--- src/rtl/hex_to_seg_pkg.sv ---
// hex_to_seg_pkg: active-high seven-segment codes, blank pattern and segment bit indices
package hex_to_seg_pkg;

    typedef logic [6:0] seg_t;

    localparam int SEG_A = 0;
    localparam int SEG_B = 1;
    localparam int SEG_C = 2;
    localparam int SEG_D = 3;
    localparam int SEG_E = 4;
    localparam int SEG_F = 5;
    localparam int SEG_G = 6;

    localparam seg_t SEG_0     = 7'h3F;
    localparam seg_t SEG_1     = 7'h06;
    localparam seg_t SEG_2     = 7'h5B;
    localparam seg_t SEG_3     = 7'h4F;
    localparam seg_t SEG_4     = 7'h66;
    localparam seg_t SEG_5     = 7'h6D;
    localparam seg_t SEG_6     = 7'h7D;
    localparam seg_t SEG_7     = 7'h07;
    localparam seg_t SEG_8     = 7'h7F;
    localparam seg_t SEG_9     = 7'h6F;
    localparam seg_t SEG_HEX_A = 7'h77;
    localparam seg_t SEG_HEX_B = 7'h7C;
    localparam seg_t SEG_HEX_C = 7'h39;
    localparam seg_t SEG_HEX_D = 7'h5E;
    localparam seg_t SEG_HEX_E = 7'h79;
    localparam seg_t SEG_HEX_F = 7'h71;
    localparam seg_t SEG_BLANK = 7'h00;

    // Reorders individual segment states into the {g,f,e,d,c,b,a} bus layout.
    function automatic seg_t seg_pack(input logic a, input logic b, input logic c,
                                      input logic d, input logic e, input logic f,
                                      input logic g);
        seg_t r;
        r        = SEG_BLANK;
        r[SEG_A] = a;
        r[SEG_B] = b;
        r[SEG_C] = c;
        r[SEG_D] = d;
        r[SEG_E] = e;
        r[SEG_F] = f;
        r[SEG_G] = g;
        return r;
    endfunction

endpackage

--- src/rtl/hex_to_seg_lut.sv ---
// hex_to_seg_lut: combinational nibble-to-segment lookup, active-high output
module hex_to_seg_lut
    import hex_to_seg_pkg::*;
(
    input  logic [3:0] hex,
    output logic [6:0] seg
);

    seg_t raw;

    // Table lookup; all 16 codes are covered, the default arm only guards X inputs.
    always_comb begin
        case (hex)
            4'h0:    raw = SEG_0;
            4'h1:    raw = SEG_1;
            4'h2:    raw = SEG_2;
            4'h3:    raw = SEG_3;
            4'h4:    raw = SEG_4;
            4'h5:    raw = SEG_5;
            4'h6:    raw = SEG_6;
            4'h7:    raw = SEG_7;
            4'h8:    raw = SEG_8;
            4'h9:    raw = SEG_9;
            4'hA:    raw = SEG_HEX_A;
            4'hB:    raw = SEG_HEX_B;
            4'hC:    raw = SEG_HEX_C;
            4'hD:    raw = SEG_HEX_D;
            4'hE:    raw = SEG_HEX_E;
            4'hF:    raw = SEG_HEX_F;
            default: raw = SEG_BLANK;
        endcase
    end

    // Route the table entry through the named segment positions of the output bus.
    always_comb begin
        seg = seg_pack(raw[SEG_A], raw[SEG_B], raw[SEG_C], raw[SEG_D],
                       raw[SEG_E], raw[SEG_F], raw[SEG_G]);
    end

endmodule

--- src/rtl/hex_to_seg.sv ---
// hex_to_seg: registered hex-to-seven-segment decoder; define HEX_TO_SEG_ACTIVE_LOW_EN for common-anode (inverted) outputs
module hex_to_seg
    import hex_to_seg_pkg::*;
(
    input  logic       clk,
    input  logic       rst,
    input  logic [3:0] hex,
    input  logic       blank,
    output logic [6:0] segs
);

`ifdef HEX_TO_SEG_ACTIVE_LOW_EN
    localparam seg_t SEG_OFF = ~SEG_BLANK;
`else
    localparam seg_t SEG_OFF = SEG_BLANK;
`endif

    seg_t lut_seg;
    seg_t segs_d;
    seg_t segs_q;

    hex_to_seg_lut u_lut (
        .hex (hex),
        .seg (lut_seg)
    );

    // Blank override and pad polarity are resolved ahead of the register so latency stays one cycle.
    always_comb begin
`ifdef HEX_TO_SEG_ACTIVE_LOW_EN
        segs_d = blank ? SEG_OFF : ~lut_seg;
`else
        segs_d = blank ? SEG_OFF : lut_seg;
`endif
    end

    // Output register keeps pad-facing segment drives glitch-free; reset forces the off pattern.
    always_ff @(posedge clk) begin
        if (rst) segs_q <= SEG_OFF;
        else     segs_q <= segs_d;
    end

    assign segs = segs_q;

endmodule

--- config.mk ---
export PLATFORM = sky130hd
export DESIGN_NAME = hex_to_seg
export DESIGN_NICKNAME = d
export VERILOG_FILES = /design/src/rtl/hex_to_seg_pkg.sv /design/src/rtl/hex_to_seg_lut.sv /design/src/rtl/hex_to_seg.sv
export SDC_FILE = /design/constraint.sdc
export NUM_CORES = 1
export LEC_CHECK = 0
export BUFFER_PORTS_ARGS = -buffer_cell sky130_fd_sc_hd__buf_2
export CELL_PAD_IN_SITES_DETAIL_PLACEMENT = 2
export CELL_PAD_IN_SITES_GLOBAL_PLACEMENT = 2
export CORE_ASPECT_RATIO = 0.9
export CORE_MARGIN = 1.5
export CORE_UTILIZATION = 27
export DETAILED_ROUTE_END_ITERATION = 10
export PLACE_DENSITY = 0.79
export SETUP_SLACK_MARGIN = 0.4
export SKIP_CTS_REPAIR_TIMING = 1
export SYNTH_ARGS = -nofsm -noshare
export SYNTH_HDL_FRONTEND = slang
export SYNTH_SLANG_ARGS = --single-unit
--- constraint.sdc ---
create_clock -name clk -period 1.51 [get_ports clk]
set_input_delay 0.151 -clock clk [delete_from_list [all_inputs] [get_ports clk]]
set_output_delay 0.151 -clock clk [all_outputs]
set_load 0.03 [all_outputs]
==> results.md, run 1 <==
* Top-area cell type share of the netlist area at 0.316
* GPL Wtd Cong at between 0.7 and 0.8
* Sw Share at 0.284
* Initial Util at 0.296
* P_sw at between 0.1 and 0.15 mW
* P_int at around 0.34 mW
* DR vias at between 300 and 400
* Critical Path Source Type: input port
* Vias per cell at around 4.5
* Worst-case clock buffer depth at 2
* CTS H-tree depth at 1
* Wirelength, routed at 967 um
* Die X at 45.7 um
* Final worst path period need at just over 1000 ps
* CP endpoint kind: flop
* Max cap viols at 0
* Largest net degree at the start of global routing at 14
* Final cell utilization of the core at 0.362
* Die Y at 41.4 um
* Final hold violation count at 0
* Detail Placement HPWL at 790 um
* Fill cell count at 184
* Global-route wire length before repair at around 1.6 mm
* Ports at 14
* Avg Cell Area, Syn at approximately 10 um2
* Reg area at 140 um2
* Share of cells above drive strength 1 at 0.373
* Worst hold path class: in -> reg
* Seq cells post-synth at 7
* Area Overhead vs Synth at 22.3%
* Area contributors post-synth: dfxtp_1 (32%), ha_1 (20%), a221oi_2 (6.8%)
* Syn. warnings at 0
* Clock share of power at 0.343
* Number of port buffers at 13
* Met3 wirelength from detailed routing at 55 um
* Worst-margin pin slew at 513 ps
* Total GRT Usage at 0.119
* Initial drt markers at 2
* Avg WL per Cell at 11.9 um
* Hold WS at between 200 and 300 ps
* Gr ovfl total at 0
* Drt pass-1 iters at 2
* Drt drc at 0
* Post-route clock period utilization at 0.681
* Pwr dens at 868 nW/um2
* Ys flop type: dfxtp_1
* Clock transition at the registers of the reported paths at approximately 50 ps
* Data arrival, critical path at 1210 ps
* Fin Setup TNS at 0 ps
* Final Slew Violations at 0
* Worst vdd ir at roughly 0.00027 V
* Sequential fraction of design power at 0.422
* Required time of the critical path at 1690 ps
* Synth async-reset ratio at 0
* Routed wl met2 at 463 um
* Largest area contributor in the netlist: dfxtp_1
* Hold Path Depth at 3
* Antenna violations before repair at 0
* Post-route insts no fill at 81
* Multi-input gate area at 272 um2
* Status: completed
* Post-synth EDFFs at 0
* Register area share after synthesis at 0.316
* Crit-path max FO at 5
* Metal-1 WL at 426 um
* Post-route ant nets at 0
* Die area at 1890 um2
* RSZ-0062 raised after global routing: no
* CTS tree: built
* Worst slew margin at 0.658
* Dpl cells at 77
* Antenna diode count at 0
* Highest metal used: met4
* # setup viols final at 0
* Cell Area, Synth at approximately 440 um2
* Synth cell count leaders: dfxtp_1 (7), ha_1 (7), nand2_1 (4), nor2b_1 (4)
* WS Path Type: in -> reg
* Max frequency at 973 MHz
* Syn_nets at between 50 and 60
* Comb power frac at 0.235
* Root Driver: clkbuf_4
* Vias in the first global route at approximately 360
* Yosys cell types at 21
* Layout Nets at 74
* Core area at ~1500 um2
* Largest register FFs at 7
* Cells after synthesis at 45
* Leak at roughly 0.27 nW
* CTS Sinks at 7
* CTS buffer count at 3
* Num rows at 13
==> cell usage in the layout, fill, tap and decap left out, drive strengths merged, types with 2 or more instances in the layout <==
master	instances
a221oi	3
buf	13
clkbuf	4
dfxtp	7
ha	7
inv	3
nand2	4
nand2b	2
nor2	3
nor2b	4
==> critical path: stages <==
cell and delay, ps:
buf_2 120, inv_2 70, ha_1 280, inv_1 40, mux4_2 440, nor2_1 90
==> layer usage <==
layer | up-vias | global-route usage
met1 | 163 | 0.155
met5 | - | 0
met2 | 13 | 0.175
met4 | 0 | 0.0857
met3 | 4 | 0.0130
li1 | 181 | -
==> kinds of logic (layout without fill, tap and decap cells) <==
logic type      count (synthesis)  after routing  synth area share
mux                             1              1            0.0508
flops                           7              7             0.316
compound gates                  8              8             0.184
simple gates                   16             16             0.181
fa+ha+maj                       7              7             0.198
buf+inv                         6             20            0.0706
==> path summary, 6_finish.rpt <==
kind | startpoint | end | slack, ps
max | hex[1] | segs[3] | 480
min | hex[1] | segs[6] | 270
==> cell type report <==
class                           count  area share
Tap cell                           22      0.0508
Multi-Input combinational cell     32       0.501
Inverter                            3      0.0208
Timing Repair Buffer               13       0.120
Clock buffer                        4      0.0485
Sequential cell                     7       0.259
==> through the flow <==
step	power (mW)	instance area [um2]	worst slack, ps
after floorplan	0.282	443	406
final	0.470	542	482
after global routing	0.502	542	418
after detailed placement	0.313	515	164
after CTS	0.480	542	424
after global placement	0.309	515	202
==> power by group through the flow <==
stage,Combinational [mW],Clock [mW],Sequential (mW)
after floorplan,0.0563,0,0.225
after global placement,0.108,0,0.202
after detailed placement,0.111,0,0.202
after CTS,0.111,0.170,0.198
after global routing,0.123,0.181,0.199
final,0.110,0.161,0.198
Power figures use the tool's default switching activity.
==> run 2, diff against run 1 <==
--- a/config.mk
+++ b/config.mk
@@ -5,14 +5,15 @@
 export SDC_FILE = /design/constraint.sdc
 export NUM_CORES = 1
 export LEC_CHECK = 0
+export ABC_AREA = 1
 export BUFFER_PORTS_ARGS = -buffer_cell sky130_fd_sc_hd__buf_2
 export CELL_PAD_IN_SITES_DETAIL_PLACEMENT = 2
 export CELL_PAD_IN_SITES_GLOBAL_PLACEMENT = 2
 export CORE_ASPECT_RATIO = 0.9
 export CORE_MARGIN = 1.5
-export CORE_UTILIZATION = 27
+export CORE_UTILIZATION = 26
 export DETAILED_ROUTE_END_ITERATION = 10
-export PLACE_DENSITY = 0.79
+export PLACE_DENSITY = 0.8
 export SETUP_SLACK_MARGIN = 0.4
 export SKIP_CTS_REPAIR_TIMING = 1
 export SYNTH_ARGS = -nofsm -noshare
==> constraint.sdc (replaced) <==
create_clock -name clk -period 0.95 [get_ports clk]
set_input_delay 0.095 -clock clk [delete_from_list [all_inputs] [get_ports clk]]
set_output_delay 0.095 -clock clk [all_outputs]
set_load 0.03 [all_outputs]
==> run 2 against run 1 <==
Compared with the run above: worst hold slack got worse by 170 ps; first-iteration DRC count decreased by 100%; via count increased by 21%; global-route usage increased by 1.7 points; design area increased by 52%; synthesized cell count increased by 31%; sequential power increased by 63%; combinational power increased to 2.7 times the previous value; setup slack got worse by 340 ps; die area increased by 8.2%; final cell count increased by 23%; critical path type is now reg -> out; critical endpoint is now segs[3]; largest power group unchanged.
==> results.md, run 2 <==
* Top-count cell post-synth: nand2_1
* Largest net degree at the start of global routing at 9
* Slowest Stage Delay on Critical Path at 330 ps
* Crit-path max FO at 1
* Number of port buffers at 13
* Vias per cell at 4.37
* Layout Nets at roughly 90
* CTS tree: built
* Final cell utilization of the core at 0.491
* Ports at 14
* Critical-path cell list: buf_6
* Post-route clock period utilization at 0.849
* Core area at 1680 um2
* Global-route wire length before repair at 1.96 mm
* Required time of the critical path at 850 ps
* Initial Util at 0.276
* Largest register FFs at 7
* Synth async-reset ratio at 0
* Root Driver: clkbuf_4
* Fin Setup TNS at 0 ps
* Leak at approximately 0.35 nW
* Avg Cell Area, Syn at 7.87 um2
* Antenna violations before repair at 0
* Worst vdd ir at 0.000523 V
* Final Slew Violations at 0
* Clock transition at the registers of the reported paths at 50 ps
* Die Y at 43.1 um
* Area Overhead vs Synth at 77.9%
* Die area at between 2000 and 2500 um2
* Drt pass-1 iters at 1
* Worst hold path class: in -> reg
* Cells after synthesis at 59
* Max cap viols at 0
* Worst slew margin at 0.855
* CP endpoint kind: primary output
* Num rows at 14
* Ys flop type: dfxtp_1
* Initial drt markers at 0
* Top-area cell type share of the netlist area at 0.302
* Gr ovfl total at 0
* Post-synth EDFFs at 0
* Wirelength, routed at between 1 and 1.5 mm
* CP max stage cell: dfxtp_2
* # setup viols final at 0
* Final hold violation count at 0
* Worst path top cell family by delay: flip-flops
* Design area at 826 um2
* Placed inst area at 594 um2
* Largest area contributor in the netlist: dfxtp_1
* Share of cells above drive strength 1 at 0.829
* Worst-margin pin slew at about 220 ps
* Vias in the first global route at 450
* Pwr dens at 1090 nW/um2
* CTS Sinks at 7
* CTS H-tree depth at 1
* Synth cell count leaders: nand2_1 (11), dfxtp_1 (7), ha_1 (7), inv_1 (6), nor2_1 (6)
* Area contributors post-synth: dfxtp_1 (30%), ha_1 (19%), nand2_1 (8.9%)
* WS Path Type: reg -> out
* Most frequent cells in the layout: nand2_2 (8), buf_6 (8), dfxtp_2 (7)
* GPL Wtd Cong at around 0.74
* Detail Placement HPWL at roughly 960 um
* Antenna diode count at 0
* Drt drc at 0
* RSZ-0062 raised after global routing: yes
* Register area share after synthesis at 0.302
* Hold WS at 104 ps
* Syn_nets at 73
* Post-route ant nets at 0
* Max frequency at 1240 MHz
* DR vias at ~440
* Total GRT Usage at 0.136
* Worst-case clock buffer depth at 2
* Die X at roughly 48 um
* Seq cells post-synth at 7
* Syn. warnings at 0
* Final worst path period need at 806 ps
* Worst path bufs/invs at 1
* Status: completed
* CTS buffer count at 3
* Avg WL per Cell at 14.1 um
* Yosys cell types at 16
* Critical Path Source Type: flop
* Cell Area, Synth at between 400 and 500 um2
* Data arrival, critical path at between 700 and 800 ps
[run 2: path summary, 6_finish.rpt]
kind,startpoint,slack [ps],cells after the start,endpoint
hold / removal,rst,100,4,segs[3]
setup / recovery,segs[3],140,1,segs[3]
[run 2: layout make-up]
class | instances | area [um2]
well taps | 24 | 30.0
multi-input cells | 42 | 405
repair buffers | 15 | 160
inverters | 8 | 55.1
clock buffers | 4 | 26.3
fillers | 191 | 856
flip-flops and latches | 7 | 149
[run 2: kinds of logic (layout without fill, tap and decap cells)]
kind of cell / count (synthesis) / count (layout) / synth area share
compound gates: 10 / 10 / 0.116
flops: 7 / 7 / 0.302
simple gates: 25 / 25 / 0.270
buf+inv: 10 / 27 / 0.124
fa+ha+maj: 7 / 7 / 0.189
[run 2: through the flow]
stage / instances / total power [mW] / setup slack [ps]
6_report: 100 / 0.898 / 144
5_1_grt: 100 / 0.955 / 117
4_1_cts: 99 / 0.802 / 68.2
3_5_place_dp: 95 / 0.524 / -67.9
3_3_place_gp: 95 / 0.519 / -18.7
2_1_floorplan: 59 / 0.466 / 250
[run 2: layer usage]
layer | global-route usage | vias up | wire length (um)
li1 | - | 216 | -
met1 | 0.174 | 206 | 586
met2 | 0.214 | 13 | 736
met3 | 0.0383 | 2 | 68
met4 | 0.0486 | 0 | 19
met5 | 0 | - | 0
[run 2: power by group]
part           internal [mW]  switching, mW  total (mW)
combinational          0.125          0.172       0.296
sequential             0.314        0.00802       0.322
clock                  0.161          0.119       0.280
total                  0.599          0.299       0.898
